### src/rtl/ttt_pkg.sv
// Shared definitions for the tic-tac-toe game engine: cell and result codes,
// FSM state encoding and the 7-segment glyphs (active-high, bit0=a .. bit6=g).
// No logic, no latency, no flow control.
package ttt_pkg;

  // Cell occupancy codes, two bits per board cell
  localparam logic [1:0] EMPTY  = 2'b00;
  localparam logic [1:0] MARK_X = 2'b01;
  localparam logic [1:0] MARK_O = 2'b10;

  // Game result codes
  localparam logic [1:0] RES_PLAY = 2'b00;
  localparam logic [1:0] RES_XWIN = 2'b01;
  localparam logic [1:0] RES_OWIN = 2'b10;
  localparam logic [1:0] RES_DRAW = 2'b11;

  typedef enum logic [2:0] {
    ST_IDLE,
    ST_WAIT_KEY,
    ST_PLACE,
    ST_CHECK,
    ST_DONE
  } state_e;

  // 7-segment glyphs
  localparam logic [6:0] SEG_P     = 7'b1110011;
  localparam logic [6:0] SEG_1     = 7'b0000110;
  localparam logic [6:0] SEG_2     = 7'b1011011;
  localparam logic [6:0] SEG_D     = 7'b1011110;
  localparam logic [6:0] SEG_R     = 7'b1010000;
  localparam logic [6:0] SEG_A     = 7'b1110111;
  localparam logic [6:0] SEG_BLANK = 7'b0000000;

  // Digit shown for a player: 0 = X (P1), 1 = O (P2)
  function automatic logic [6:0] player_glyph(input logic o_player);
    return o_player ? SEG_2 : SEG_1;
  endfunction

endpackage

### src/rtl/ttt_game_engine_if.sv
// Keypad-in / game-state-out bundle between keypad decoder, engine and renderer.
// master = keypad/host side (drives keys, observes state); slave = engine.
// Key strobe is edge-triggered; there is no backpressure on this bundle.
interface ttt_game_engine_if #(
  parameter int N  = 3,
  parameter int KW = 7
) ();
  logic               key_valid;
  logic [KW-1:0]      key_data;
  logic [2*N*N-1:0]   board;
  logic               turn_o;
  logic [1:0]         result;
  logic [6:0]         move_count;
  logic               reject;
  logic               busy;

  modport master (
    output key_valid, key_data,
    input  board, turn_o, result, move_count, reject, busy
  );

  modport slave (
    input  key_valid, key_data,
    output board, turn_o, result, move_count, reject, busy
  );
endinterface

### src/rtl/seg_scan_driver.sv
// Scanned 8-digit 7-segment driver with per-frame blink of the glyph set.
// Latency: a glyph change appears at the next scan step of its digit.
// Backpressure: none; free-running counters whenever out of reset.
// Ports: clk/rst_n; enable (0 blanks all digits), blink_en, glyphs[7:0]
//        (glyphs[0] = leftmost digit); seg_txt active-high, seg_com active-low.
module seg_scan_driver
  import ttt_pkg::*;
#(
  parameter int SCAN_DIV  = 25000,
  parameter int BLINK_DIV = 256
) (
  input  logic            clk,
  input  logic            rst_n,
  input  logic            enable,
  input  logic            blink_en,
  input  logic [7:0][6:0] glyphs,
  output logic [6:0]      seg_txt,
  output logic [7:0]      seg_com
);
  localparam int SW = (SCAN_DIV > 1) ? $clog2(SCAN_DIV) : 1;
  localparam int BW = (BLINK_DIV > 1) ? $clog2(BLINK_DIV) : 1;

  logic [SW-1:0] scan_cnt_q, scan_cnt_d;
  logic [2:0]    digit_q, digit_d;
  logic [BW-1:0] blink_cnt_q, blink_cnt_d;
  logic          blink_phase_q, blink_phase_d;
  logic [6:0]    txt_q, txt_d;
  logic [7:0]    com_q, com_d;
  logic          scan_wrap;

  always_comb begin
    scan_wrap     = (scan_cnt_q == SW'(SCAN_DIV - 1));
    scan_cnt_d    = scan_wrap ? '0 : scan_cnt_q + 1'b1;
    digit_d       = digit_q;
    blink_cnt_d   = blink_cnt_q;
    blink_phase_d = blink_phase_q;
    txt_d         = txt_q;
    com_d         = com_q;
    if (scan_wrap) begin
      // Present the current digit, then step to the next (3-bit wrap 7->0)
      digit_d = digit_q + 3'd1;
      com_d   = ~(8'h80 >> digit_q);
      txt_d   = (blink_en && blink_phase_q) ? SEG_BLANK : glyphs[digit_q];
      if (blink_cnt_q == BW'(BLINK_DIV - 1)) begin
        blink_cnt_d   = '0;
        blink_phase_d = ~blink_phase_q;
      end else begin
        blink_cnt_d = blink_cnt_q + 1'b1;
      end
    end
  end

  always_ff @(posedge clk or negedge rst_n) begin
    if (!rst_n) begin
      scan_cnt_q    <= '0;
      digit_q       <= '0;
      blink_cnt_q   <= '0;
      blink_phase_q <= 1'b0;
      txt_q         <= SEG_BLANK;
      com_q         <= 8'hFF;
    end else begin
      scan_cnt_q    <= scan_cnt_d;
      digit_q       <= digit_d;
      blink_cnt_q   <= blink_cnt_d;
      blink_phase_q <= blink_phase_d;
      txt_q         <= txt_d;
      com_q         <= com_d;
    end
  end

  assign seg_txt = enable ? txt_q : SEG_BLANK;
  assign seg_com = enable ? com_q : 8'hFF;

endmodule

### src/rtl/ttt_game_engine.sv
// N x N, K-in-a-row game engine: validates keypad moves, places marks, checks lines.
// Latency: PLACE 1 cycle + CHECK 8*(K-1) cycles; result/turn update on CHECK exit.
// Backpressure: key edges during PLACE/CHECK/DONE are dropped (busy high in PLACE/CHECK).
// Ports: clk, rst_n, is_main (freeze), new_game (clear), gif (slave: keys in,
//        board/turn_o/result/move_count/reject/busy out), seg_txt/seg_com display.
module ttt_game_engine
  import ttt_pkg::*;
#(
  parameter int N         = 3,
  parameter int K         = 3,
  parameter int SCAN_DIV  = 25000,
  parameter int BLINK_DIV = 256,
  parameter int KW        = 7
) (
  input  logic                 clk,
  input  logic                 rst_n,
  input  logic                 is_main,
  input  logic                 new_game,
  ttt_game_engine_if.slave     gif,
  output logic [6:0]           seg_txt,
  output logic [7:0]           seg_com
);
  localparam int NN = N * N;

  state_e           state_q, state_d;
  logic [2*NN-1:0]  board_q, board_d;
  logic             turn_q, turn_d;
  logic [1:0]       result_q, result_d;
  logic [6:0]       mc_q, mc_d;
  logic             reject_q, reject_d;
  logic             key_valid_q, key_valid_d;
  logic [5:0]       cell_q, cell_d;
  logic [2:0]       row_q, row_d;
  logic [2:0]       col_q, col_d;
  // Line-checker walk: direction, forward/backward phase, step distance,
  // run length so far, whether the run is still unbroken, win seen so far
  logic [1:0]       dir_q, dir_d;
  logic             bwd_q, bwd_d;
  logic [2:0]       dist_q, dist_d;
  logic [3:0]       cnt_q, cnt_d;
  logic             alive_q, alive_d;
  logic             win_q, win_d;

  logic             key_edge, key_ok;
  int               key_idx, nr, nc, s;
  logic             in_bounds, hit, phase_end, dir_end, dir_win, last_step, win_now;
  logic [3:0]       cnt_step;
  logic [1:0]       my_mark;

  logic [7:0][6:0]  glyphs;
  logic             blink_en, disp_en;

  function automatic logic [1:0] cell_at(input logic [2*NN-1:0] b, input int idx);
    logic [1:0] v;
    v = EMPTY;
    for (int i = 0; i < NN; i++) begin
      if (i == idx) v = b[2*i +: 2];
    end
    return v;
  endfunction

  always_comb begin
    // Key qualification
    key_valid_d = gif.key_valid;
    key_edge    = gif.key_valid & ~key_valid_q;
    key_idx     = int'(gif.key_data) - 1;
    key_ok      = (gif.key_data != '0) && (int'(gif.key_data) <= NN) &&
                  (cell_at(board_q, key_idx) == EMPTY);
    my_mark     = turn_q ? MARK_O : MARK_X;

    // Neighbour examined this cycle; anti-diagonal runs forward down-left
    s  = bwd_q ? -int'(dist_q) : int'(dist_q);
    nr = int'(row_q);
    nc = int'(col_q);
    case (dir_q)
      2'd0:    nc = nc + s;
      2'd1:    nr = nr + s;
      2'd2:    begin nr = nr + s; nc = nc + s; end
      default: begin nr = nr + s; nc = nc - s; end
    endcase
    in_bounds = (nr >= 0) && (nr < N) && (nc >= 0) && (nc < N);
    hit       = alive_q && in_bounds && (cell_at(board_q, nr * N + nc) == my_mark);
    cnt_step  = cnt_q + (hit ? 4'd1 : 4'd0);
    phase_end = (dist_q == 3'(K - 1));
    dir_end   = phase_end && bwd_q;
    dir_win   = dir_end && ((int'(cnt_step) + 1) >= K);
    last_step = dir_end && (dir_q == 2'd3);
    win_now   = win_q | dir_win;

    // Defaults
    state_d  = state_q;
    board_d  = board_q;
    turn_d   = turn_q;
    result_d = result_q;
    mc_d     = mc_q;
    reject_d = 1'b0;
    cell_d   = cell_q;
    row_d    = row_q;
    col_d    = col_q;
    dir_d    = dir_q;
    bwd_d    = bwd_q;
    dist_d   = dist_q;
    cnt_d    = cnt_q;
    alive_d  = alive_q;
    win_d    = win_q;

    if (is_main) begin
      // Abandon any move in flight; placed mark and count stay, turn unchanged
      state_d = ST_IDLE;
    end else if (new_game && (state_q != ST_IDLE)) begin
      board_d  = '0;
      turn_d   = 1'b0;
      result_d = RES_PLAY;
      mc_d     = '0;
      state_d  = ST_WAIT_KEY;
    end else begin
      case (state_q)
        ST_IDLE: state_d = (result_q != RES_PLAY) ? ST_DONE : ST_WAIT_KEY;
        ST_WAIT_KEY: begin
          if (key_edge) begin
            if (key_ok) begin
              cell_d  = 6'(key_idx);
              row_d   = 3'(key_idx / N);
              col_d   = 3'(key_idx % N);
              state_d = ST_PLACE;
            end else begin
              reject_d = 1'b1;
            end
          end
        end
        ST_PLACE: begin
          for (int i = 0; i < NN; i++) begin
            if (i == int'(cell_q)) board_d[2*i +: 2] = my_mark;
          end
          mc_d    = mc_q + 7'd1;
          dir_d   = 2'd0;
          bwd_d   = 1'b0;
          dist_d  = 3'd1;
          cnt_d   = '0;
          alive_d = 1'b1;
          win_d   = 1'b0;
          state_d = ST_CHECK;
        end
        ST_CHECK: begin
          alive_d = hit;
          cnt_d   = cnt_step;
          if (phase_end) begin
            dist_d  = 3'd1;
            alive_d = 1'b1;
            if (bwd_q) begin
              bwd_d = 1'b0;
              dir_d = dir_q + 2'd1;
              cnt_d = '0;
              win_d = win_now;
            end else begin
              bwd_d = 1'b1;
            end
          end else begin
            dist_d = dist_q + 3'd1;
          end
          if (last_step) begin
            // A completed line wins even on the board-filling move
            if (win_now) begin
              result_d = turn_q ? RES_OWIN : RES_XWIN;
              state_d  = ST_DONE;
            end else if (mc_q == 7'(NN)) begin
              result_d = RES_DRAW;
              state_d  = ST_DONE;
            end else begin
              turn_d  = ~turn_q;
              state_d = ST_WAIT_KEY;
            end
          end
        end
        default: ;  // ST_DONE: keys ignored until new_game
      endcase
    end
  end

  always_ff @(posedge clk or negedge rst_n) begin
    if (!rst_n) begin
      state_q     <= ST_IDLE;
      board_q     <= '0;
      turn_q      <= 1'b0;
      result_q    <= RES_PLAY;
      mc_q        <= '0;
      reject_q    <= 1'b0;
      key_valid_q <= 1'b0;
      cell_q      <= '0;
      row_q       <= '0;
      col_q       <= '0;
      dir_q       <= '0;
      bwd_q       <= 1'b0;
      dist_q      <= 3'd1;
      cnt_q       <= '0;
      alive_q     <= 1'b0;
      win_q       <= 1'b0;
    end else begin
      state_q     <= state_d;
      board_q     <= board_d;
      turn_q      <= turn_d;
      result_q    <= result_d;
      mc_q        <= mc_d;
      reject_q    <= reject_d;
      key_valid_q <= key_valid_d;
      cell_q      <= cell_d;
      row_q       <= row_d;
      col_q       <= col_d;
      dir_q       <= dir_d;
      bwd_q       <= bwd_d;
      dist_q      <= dist_d;
      cnt_q       <= cnt_d;
      alive_q     <= alive_d;
      win_q       <= win_d;
    end
  end

  assign gif.board      = board_q;
  assign gif.turn_o     = turn_q;
  assign gif.result     = result_q;
  assign gif.move_count = mc_q;
  assign gif.reject     = reject_q;
  assign gif.busy       = (state_q == ST_PLACE) || (state_q == ST_CHECK);

  // Display content
  always_comb begin
    for (int d = 0; d < 8; d++) glyphs[d] = SEG_BLANK;
    blink_en = 1'b0;
    disp_en  = (state_q != ST_IDLE);
    case (result_q)
      RES_PLAY: begin
        glyphs[0] = SEG_P;
        glyphs[1] = player_glyph(turn_q);
      end
      RES_XWIN: begin
        glyphs[0] = SEG_P;
        glyphs[1] = SEG_1;
        blink_en  = 1'b1;
      end
      RES_OWIN: begin
        glyphs[0] = SEG_P;
        glyphs[1] = SEG_2;
        blink_en  = 1'b1;
      end
      default: begin
        glyphs[0] = SEG_D;
        glyphs[1] = SEG_R;
        glyphs[2] = SEG_A;
      end
    endcase
  end

  seg_scan_driver #(
    .SCAN_DIV  (SCAN_DIV),
    .BLINK_DIV (BLINK_DIV)
  ) u_seg (
    .clk      (clk),
    .rst_n    (rst_n),
    .enable   (disp_en),
    .blink_en (blink_en),
    .glyphs   (glyphs),
    .seg_txt  (seg_txt),
    .seg_com  (seg_com)
  );

endmodule
### src/flat_wrapper.sv
// flat-port wrapper written by rule: the top's interface ports become plain ports
module ttt_game_engine_flat import ttt_pkg::*;
#(
  parameter int N         = 3,
  parameter int K         = 3,
  parameter int SCAN_DIV  = 25000,
  parameter int BLINK_DIV = 256,
  parameter int KW        = 7
)
  (clk, rst_n, is_main, new_game, seg_txt, seg_com, gif_key_valid, gif_key_data, gif_board, gif_turn_o, gif_result, gif_move_count, gif_reject, gif_busy);
  ttt_game_engine_if #(.N(N), .KW(KW)) gif_i ();
  input  logic clk;
  input  logic rst_n;
  input  logic is_main;
  input  logic new_game;
  output logic [6:0] seg_txt;
  output logic [7:0] seg_com;
  input wire logic [$bits(gif_i.key_valid)-1:0] gif_key_valid;
  input wire logic [$bits(gif_i.key_data)-1:0] gif_key_data;
  output wire logic [$bits(gif_i.board)-1:0] gif_board;
  output wire logic [$bits(gif_i.turn_o)-1:0] gif_turn_o;
  output wire logic [$bits(gif_i.result)-1:0] gif_result;
  output wire logic [$bits(gif_i.move_count)-1:0] gif_move_count;
  output wire logic [$bits(gif_i.reject)-1:0] gif_reject;
  output wire logic [$bits(gif_i.busy)-1:0] gif_busy;
  assign gif_i.key_valid = gif_key_valid;
  assign gif_i.key_data = gif_key_data;
  assign gif_board = gif_i.board;
  assign gif_turn_o = gif_i.turn_o;
  assign gif_result = gif_i.result;
  assign gif_move_count = gif_i.move_count;
  assign gif_reject = gif_i.reject;
  assign gif_busy = gif_i.busy;
  ttt_game_engine #(.N(N), .K(K), .SCAN_DIV(SCAN_DIV), .BLINK_DIV(BLINK_DIV), .KW(KW)) u_core (.clk(clk), .rst_n(rst_n), .is_main(is_main), .new_game(new_game), .gif(gif_i), .seg_txt(seg_txt), .seg_com(seg_com));
endmodule
### config.mk
export PLATFORM = sky130hd
export DESIGN_NAME = ttt_game_engine_flat
export DESIGN_NICKNAME = d
export VERILOG_FILES = /design/src/rtl/ttt_pkg.sv /design/src/rtl/ttt_game_engine_if.sv /design/src/rtl/seg_scan_driver.sv /design/src/rtl/ttt_game_engine.sv /design/src/flat_wrapper.sv
export SDC_FILE = /design/constraint.sdc
export NUM_CORES = 1
export LEC_CHECK = 0
export ABC_AREA = 1
export BUFFER_PORTS_ARGS = -buffer_cell sky130_fd_sc_hd__clkbuf_2
export CAP_MARGIN = 5
export CORE_MARGIN = 3
export CORE_UTILIZATION = 34
export CTS_CLUSTER_SIZE = 12
export DETAILED_ROUTE_END_ITERATION = 6
export MAX_ROUTING_LAYER = met4
export PLACE_DENSITY_LB_ADDON = 0.12
export RECOVER_POWER = 25
export SYNTH_ARGS = -nofsm -noshare
export SYNTH_HDL_FRONTEND = slang
export SYNTH_SLANG_ARGS = --single-unit
export TNS_END_PERCENT = 50
### constraint.sdc
create_clock -name clk -period 9.85 [get_ports clk]
set_clock_uncertainty 0.05 [all_clocks]
set_input_delay 1.4775 -clock clk [delete_from_list [all_inputs] [get_ports clk]]
set_output_delay 1.4775 -clock clk [all_outputs]
set_load 0.1 [all_outputs]
==> results of run 1 <==
==> area by class of cell <==
cell class | instances | area [µm²]
Clock inverter | 7 | 76.3
Timing Repair Buffer | 68 | 369
Tap cell | 396 | 495
Inverter | 351 | 1320
Multi-Input combinational cell | 1112 | 6930
Fill cell | 3328 | 18900
Clock buffer | 9 | 225
Sequential cell | 98 | 2460
==> layer usage <==
metal	track usage, %	vias up	wire length (µm)
li1	-	5180	-
met2	29.0	168	13300
met3	1.79	24	861
met4	4.75	0	360
met5	-	-	0
met1	24.7	4625	14400
==> through the flow <==
stage | instances | setup WS [ns] | area [µm²]
after global placement | 2018 | 0.118 | 11400
after global routing | 2041 | -0.00643 | 11900
after CTS | 2034 | 0.0348 | 11700
final | 2041 | 0.909 | 11900
after floorplan | 1577 | 1.66 | 10700
after detailed placement | 2018 | 0.0696 | 11400
==> repair_timing <==
item	in CTS	in global routing
endpoints found under the setup margin	0	6
gates resized for setup	0	29
buffers inserted	0	7
==> cells by family after synthesis <==
kind of cell / synth area share, %
adder cells (fa/ha/maj): 18.5
AO/OA/AOI/OAI: 12.4
multiplexers: 0.188
XOR/XNOR: 3.70
flip-flops: 23.1
buffers and inverters: 12.9
AND/OR/NAND/NOR: 29.1
==> worst reg2reg max path, delay by kind of cell, from the launching register on <==
kind	cells	cell delay, ns
AOI/OAI and AO/OA	10	1.89
xor gates and xnor gates	1	0.18
adders and majority gates	9	2.64
buffers and inverters	10	0.92
DFF	1	0.59
muxes	1	0.13
and+or+nand+nor	20	2.40
==> cell usage in the layout (no fill, tap or decap), types with 5 or more instances in the layout <==
master,n
o22ai_1,5
inv_1,330
xor2_1,26
nand3_1,91
a21oi_2,6
nand2_1,314
inv_2,20
fa_1,32
a31oi_1,13
nor4_1,12
xnor2_1,16
nand4_1,46
clkbuf_16,9
nor2_1,129
ha_1,105
a21oi_1,56
dfstp_2,9
or2_2,13
clkbuf_2,55
o21ai_1,15
nor2_2,9
buf_4,12
nor3_1,41
dfrtp_1,89
o21ai_0,102
nand2_2,12
==> state kept, by name (all words and copies together), names as in the netlist, 4 cells and up <==
name and flops:
u_core.cell_q 6, u_core.cnt_q 4, u_core.gif.board 18, u_core.gif.move_count 7, u_core.u_seg.blink_cnt_q 8, u_core.u_seg.com_q 8
u_core.u_seg.scan_cnt_q 15, u_core.u_seg.txt_q 6
==> how the worst min path moves through the flow <==
stage,endpoint,cells past startpoint
floorplan,u_core.u_seg.scan_cnt_q[0],1
global placement,u_core.u_seg.scan_cnt_q[0],1
detailed placement,u_core.u_seg.scan_cnt_q[0],1
CTS,u_core.u_seg.scan_cnt_q[0],1
global route,u_core.dist_q[2],1
finish,u_core.u_seg.scan_cnt_q[0],1
==> impl_metrics.toml, run 1 <==
[synthesis]
synth_fp_nets = 1728
synth_top_flop_cell = "dfrtp_1"
synth_top_area_share_pct = 20.9
yosysMostFrequentCell = "inv_1"
synth.cell_area_mm2 = 0.0107
synthArstFlopShare_pct = 100
synth_cell_types = 58
avgSynthCellArea_um2 = 6.77
synthTopCellsByCount = "inv_1, nand2_1, nor2_1, ha_1, o21ai_0"
synth_top_area_cell = "dfrtp_1"
ys_seq_area_share_pct = 23.1
yosysWarnings = 0
synthTopCellsByArea = "dfrtp_1, ha_1, inv_1"
synth-seq-cells = 98
syn_inst = 1577
synth_edf_count = 0

[clock_tree]
clkSinkCount = 98
htreeDepth = 3
cts_hold_buf = 0
cts_inserted_buffers = 9
cts.clk_slew.worst_paths_ns = 0.07
cts_buffer_depth = 2
cts_tree = "built"
clock_latency_ns = 0.36
root_buffer = "clkbuf_16"

[route]
vias_per_cell = 4.90
detail_route.wl_per_cell_um = 14.2
first_iter_violations = 529
vias = 9997
drc_errors = 0
drtAntennaViolNets = 0
dr.pass1.iters = 6
wl_um = 29000

[worst_setup_path]
r2r-start = "u_core.dist_q[0]"
r2r_cells = 51
r2r_end = "u_core.gif.result[0]"
arrival_ns = 9.13
crit_buf_inv = 10
cp_common_cell = "ha_1"
critPathLaunch = "u_core.dist_q[0]"
crit_path_max_fanout = 9
crit_required_ns = 10.04
crit_end = "u_core.gif.result[0]"
r2r_slack_ns = 0.91
end_kind = "register"
crit_cells = 51
slowest_stage = "dfstp_2"
path_delay_family = "adder cells"
critPathKind = "register to register"
setup.worst_path.start_class = "register"
cpPeakStageDelay_ns = 0.59

[timing]
report.final.slew_viol_count = 44
setup_viol = 0
finalCritPeriodShare_pct = 90.8
tightest_slew_ns = 2.29
fin_setup_tns_ns = 0
fin_hold_ws_ns = 0.414
hold_viol = 0
post-route-min-period_ns = 8.94
fmax_mhz = 112
max_slew_margin_pct = -52.6

[cells_and_area]
final_core_util_pct = 38.6
nNetsFinal = 1791
syn2layout_area_growth_pct = 11.3
antenna_cells = 0
layout-drive-gt1-share_pct = 10.9

[die]
rows = 64
dieArea_mm2 = 0.0336
start_util_pct = 34.7
io_pins = 57
die_w_um = 183
core_area_mm2 = 0.0307
die_h_um = 183

[grt]
grt_pass1_wl_um = 48500
gr-usage-all-layers_pct = 18.1
grt_max_degree = 57
overflow = 0
first_global_vias = 9736
antenna_found_initial = 0

[worst_hold_path]
worstHoldStart = "u_core.u_seg.scan_cnt_q[0]"
hold_path.class = "register to register"

[run_status]
violations = "capacitance limit, slew limit"
status = "finished with violations"

[placement]
place.gp.congestion = 0.889
post-dp-hpwl_um = 23800
port_buffers = 56

[flow_run]
drv_cap = 1
Power of run 1 is not shown: default switching activity piles up to over one toggle a cycle in this logic, so the estimate is an artifact.
==> run 2, diff against run 1 <==
--- a/config.mk
+++ b/config.mk
@@ -6,12 +6,13 @@
 export NUM_CORES = 1
 export LEC_CHECK = 0
 export ABC_AREA = 1
-export BUFFER_PORTS_ARGS = -buffer_cell sky130_fd_sc_hd__clkbuf_2
 export CAP_MARGIN = 5
 export CORE_MARGIN = 3
 export CORE_UTILIZATION = 34
+export CTS_CLUSTER_DIAMETER = 80
 export CTS_CLUSTER_SIZE = 12
 export DETAILED_ROUTE_END_ITERATION = 6
+export DONT_BUFFER_PORTS = 1
 export MAX_ROUTING_LAYER = met4
 export PLACE_DENSITY_LB_ADDON = 0.12
 export RECOVER_POWER = 25
==> impl_metrics.toml, run 2 (synthesis gave the netlist of run 1 again) <==
[grt]
grt_max_degree = 99
first_global_vias = 9351
overflow = 0
antenna_found_initial = 0
grt_pass1_wl_um = 47600
gr-usage-all-layers_pct = 17.9

[clock_tree]
clkSinkCount = 98
htreeDepth = 3
cts_inserted_buffers = 9
cts.clk_slew.worst_paths_ns = 0.08
root_buffer = "clkbuf_16"
cts_hold_buf = 0
cts_tree = "built"
clock_latency_ns = 0.34
cts_buffer_depth = 2

[route]
dr.pass1.iters = 5
vias_per_cell = 4.87
drc_errors = 0
drtAntennaViolNets = 0
first_iter_violations = 530
detail_route.wl_per_cell_um = 14.5
wl_um = 28800
vias = 9656

[timing]
fmax_mhz = 114
finalCritPeriodShare_pct = 89.4
setup_viol = 0
fin_hold_ws_ns = 0.407
report.final.slew_viol_count = 0
max_slew_margin_pct = 26.8
hold_viol = 0
post-route-min-period_ns = 8.81
tightest_slew_ns = 1.10

[cells_and_area]
layout-drive-gt1-share_pct = 7.49
syn2layout_area_growth_pct = 8.34
n_fill_cell = 3384
regArea_mm2 = 0.00246
layout_common_cells = "inv_1, nand2_1, nor2_1"
final_core_util_pct = 37.6
antenna_cells = 0
largest_reg_flops = 18
nNetsFinal = 1734
final_common_cell = "inv_1"
multiInputGateArea_mm2 = 0.00690

[placement]
port_buffers = 0
post-dp-hpwl_um = 23800
place.gp.congestion = 0.936

[worst_setup_path]
slowest_stage = "dfstp_2"
arrival_ns = 8.98
cp_common_cell = "inv_1"
critPathKind = "register to register"
r2r-start = "u_core.dist_q[0]"
end_kind = "register"
cpPeakStageDelay_ns = 0.60
setup.worst_path.start_class = "register"
crit_path_max_fanout = 9
critPathLaunch = "u_core.dist_q[0]"
crit_required_ns = 10.03

[worst_hold_path]
worstHoldStart = "u_core.u_seg.scan_cnt_q[0]"
hold_path.class = "register to register"

[die]
core_area_mm2 = 0.0307
start_util_pct = 34.7
die_w_um = 183
io_pins = 57
dieArea_mm2 = 0.0336
rows = 64
die_h_um = 183

[run_status]
status = "completed"

[flow_run]
drv_cap = 0
==> run 2: routing by layer <==
metal / up-vias / GRT usage, % / routed length [µm]
met3: 23 / 2.24 / 949
met2: 133 / 29.0 / 13200
li1: 5051 / - / -
met4: 0 / 3.63 / 388
met1: 4449 / 24.1 / 14200
met5: - / - / 0
==> run 2: path summary, 6_finish.rpt <==
path / end / slack, ns / cells past startpoint
min in group asynchronous: u_core.u_seg.scan_cnt_q[10] / 0.77 / 0
max: u_core.gif.result[0] / 1.04 / 53
max in group asynchronous: u_core.dist_q[0] / 8.77 / 0
min reg2reg: u_core.u_seg.scan_cnt_q[0] / 0.41 / 1
min: u_core.u_seg.scan_cnt_q[0] / 0.41 / 1
max reg2reg: u_core.gif.result[0] / 1.04 / 53
==> run 2: cell type report <==
type,instances,share of cell area [%]
inverters,351,11.4
clock buffers,10,2.07
repair buffers,11,0.746
clock inverters,6,0.530
well taps,396,4.28
multi-input cells,1112,59.7
flip-flops and latches,98,21.3
==> run 2: metrics by stage <==
step | setup TNS [ns] | instance area (µm²) | setup WS (ns) | cells
after CTS | 0 | 11500 | 0.306 | 1982
final | 0 | 11600 | 1.04 | 1984
after floorplan | 0 | 10700 | 1.66 | 1577
after global placement | 0 | 11200 | 0.357 | 1966
after global routing | -0.00860 | 11600 | -0.00860 | 1984
after detailed placement | 0 | 11200 | 0.362 | 1966
==> run 2: critical path: cells and delay by family (launching register included) <==
| kind | cells | cell delay, ns |
|---|---|---|
| AND/OR/NAND/NOR | 24 | 3.17 |
| flip-flops | 1 | 0.60 |
| multiplexers | 1 | 0.13 |
| buffers and inverters | 12 | 0.92 |
| AO/OA/AOI/OAI | 7 | 1.17 |
| adder cells (fa/ha/maj) | 9 | 2.65 |
==> run 2: timing repair <==
item / in CTS / in global routing
gates resized for setup: 0 / 18
endpoints found under the setup margin: 0 / 6
buffers inserted: 0 / 2
hold endpoints to repair: 0 / 0
Power of run 2 is left out for the same reason.
==> run 3, diff against run 2 <==
--- a/config.mk
+++ b/config.mk
@@ -13,9 +13,11 @@
 export CTS_CLUSTER_SIZE = 12
 export DETAILED_ROUTE_END_ITERATION = 6
 export DONT_BUFFER_PORTS = 1
+export GPL_TIMING_DRIVEN = 0
 export MAX_ROUTING_LAYER = met4
 export PLACE_DENSITY_LB_ADDON = 0.12
 export RECOVER_POWER = 25
+export SLEW_MARGIN = 5
 export SYNTH_ARGS = -nofsm -noshare
 export SYNTH_HDL_FRONTEND = slang
 export SYNTH_SLANG_ARGS = --single-unit
==> impl_metrics.toml, run 3 (synthesis gave the netlist of run 1 again) <==
[run_status]
status = "completed"

[cells_and_area]
nNetsFinal = 1751
largest_reg_flops = 18
final_common_cell = "inv_1"
final_cells = 2001
layout-drive-gt1-share_pct = 7.91
layout_common_cells = "inv_1, nand2_1, nor2_1"
syn2layout_area_growth_pct = 9.47
n_fill_cell = 3326
antenna_cells = 0

[worst_hold_path]
hold_path.class = "register to register"
min_to = "u_core.u_seg.scan_cnt_q[0]"
worstHoldStart = "u_core.u_seg.scan_cnt_q[0]"
holdPathStages = 1

[worst_setup_path]
r2r-start = "u_core.dist_q[0]"
r2r_end = "u_core.gif.turn_o"
cp_common_cell = "nand2_1"
r2r_slack_ns = 0.80
crit_path_max_fanout = 9
slowest_stage = "dfstp_2"
r2r_cells = 52
setup.worst_path.start_class = "register"
arrival_ns = 9.27
crit_required_ns = 10.07
cpPeakStageDelay_ns = 0.61
critPathLaunch = "u_core.dist_q[0]"
end_kind = "register"
critPathKind = "register to register"

[clock_tree]
cts_tree = "built"
clkSinkCount = 98
root_buffer = "clkbuf_16"
clock_latency_ns = 0.35
htreeDepth = 3
cts_inserted_buffers = 9
cts.clk_slew.worst_paths_ns = 0.07
cts_hold_buf = 0
cts_buffer_depth = 2

[die]
io_pins = 57
rows = 64
core_area_mm2 = 0.0307
dieArea_mm2 = 0.0336
die_h_um = 183
start_util_pct = 34.7
die_w_um = 183

[route]
vias_per_cell = 4.85
first_iter_violations = 507
detail_route.wl_per_cell_um = 14.2
wl_um = 28400
drc_errors = 0
vias = 9695
dr.pass1.iters = 4
drtAntennaViolNets = 0

[placement]
place.gp.congestion = 0.882
placedCellCount = 1977
port_buffers = 0
post-dp-hpwl_um = 23600

[timing]
max_slew_margin_pct = 25.4
hold_viol = 0
report.final.slew_viol_count = 0
finalCritPeriodShare_pct = 91.9
setup_viol = 0
fmax_mhz = 111
post-route-min-period_ns = 9.05
tightest_slew_ns = 1.12

[grt]
met3_usage_pct = 2.24
gr-usage-all-layers_pct = 17.7
antenna_found_initial = 0
first_global_vias = 9310
use_met2_pct = 28.6
gr-max-usage-layer = "met2"
overflow = 0
grt_pass1_wl_um = 47000
grt_max_degree = 99
met1_usage_pct = 24.0

[flow_run]
drv_cap = 0
run 3: cell types whose count changed in the layout (fill, tap and decap cells not counted), sizes merged:
| cell | change |
|---|---|
| buf | +3 |
| clkbuf | +15 |
| clkinv | -1 |
run 3: critical path, delay by kind of cell, from the launching register on:
family / cells / cell delay (ns)
compound gates: 9 / 1.91
simple gates: 24 / 2.90
mux: 1 / 0.08
fa+ha+maj: 9 / 2.70
buf+inv: 9 / 0.71
flops: 1 / 0.61
run 3: metal layers:
metal  up-vias  wire (µm)
li1       5089          -
met1      4462      14100
met2       123      13100
met3        21        851
met4         0        386
met5         -          0
run 3: final cells by class:
type                            count  area, µm²  area share (%)
Buffer                             16       70.1           0.600
Clock buffer                       11        243            2.08
Clock inverter                      5       37.5           0.321
Inverter                          351       1320            11.3
Multi-Input combinational cell   1112       6940            59.4
Sequential cell                    98       2460            21.1
Tap cell                          396        495            4.24
Timing Repair Buffer               12        123            1.05
run 3: how the worst max path moves through the flow:
stage | cells past startpoint | slack, ns | endpoint
after floorplan | 52 | 1.66 | u_core.state_q[0]
final | 52 | 0.80 | u_core.gif.turn_o
after global placement | 52 | -0.35 | u_core.gif.turn_o
after detailed placement | 52 | -0.38 | u_core.gif.turn_o
after CTS | 52 | 0.03 | u_core.gif.turn_o
after global routing | 52 | -0.02 | u_core.state_q[0]
run 3: through the flow:
step                      util [%]  setup slack (ns)  area [µm²]  setup TNS [ns]  hold WS (ns)
after floorplan                  -              1.66       10700               0         0.383
after global placement        36.3            -0.354       11200           -1.30         0.406
final                         38.0             0.801       11700               0         0.411
after global routing          38.0           -0.0222       11700         -0.0286         0.457
after detailed placement      36.6            -0.378       11300           -1.41         0.406
after CTS                     37.6            0.0309       11500               0         0.416
run 3: timing repair:
| action | CTS | global route |
|---|---|---|
| endpoints found under the setup margin | 5 | 6 |
| resized for setup | 4 | 26 |
| pin swaps | 0 | 4 |
| buffers inserted | 0 | 8 |
Power of run 3 is left out for the same reason.
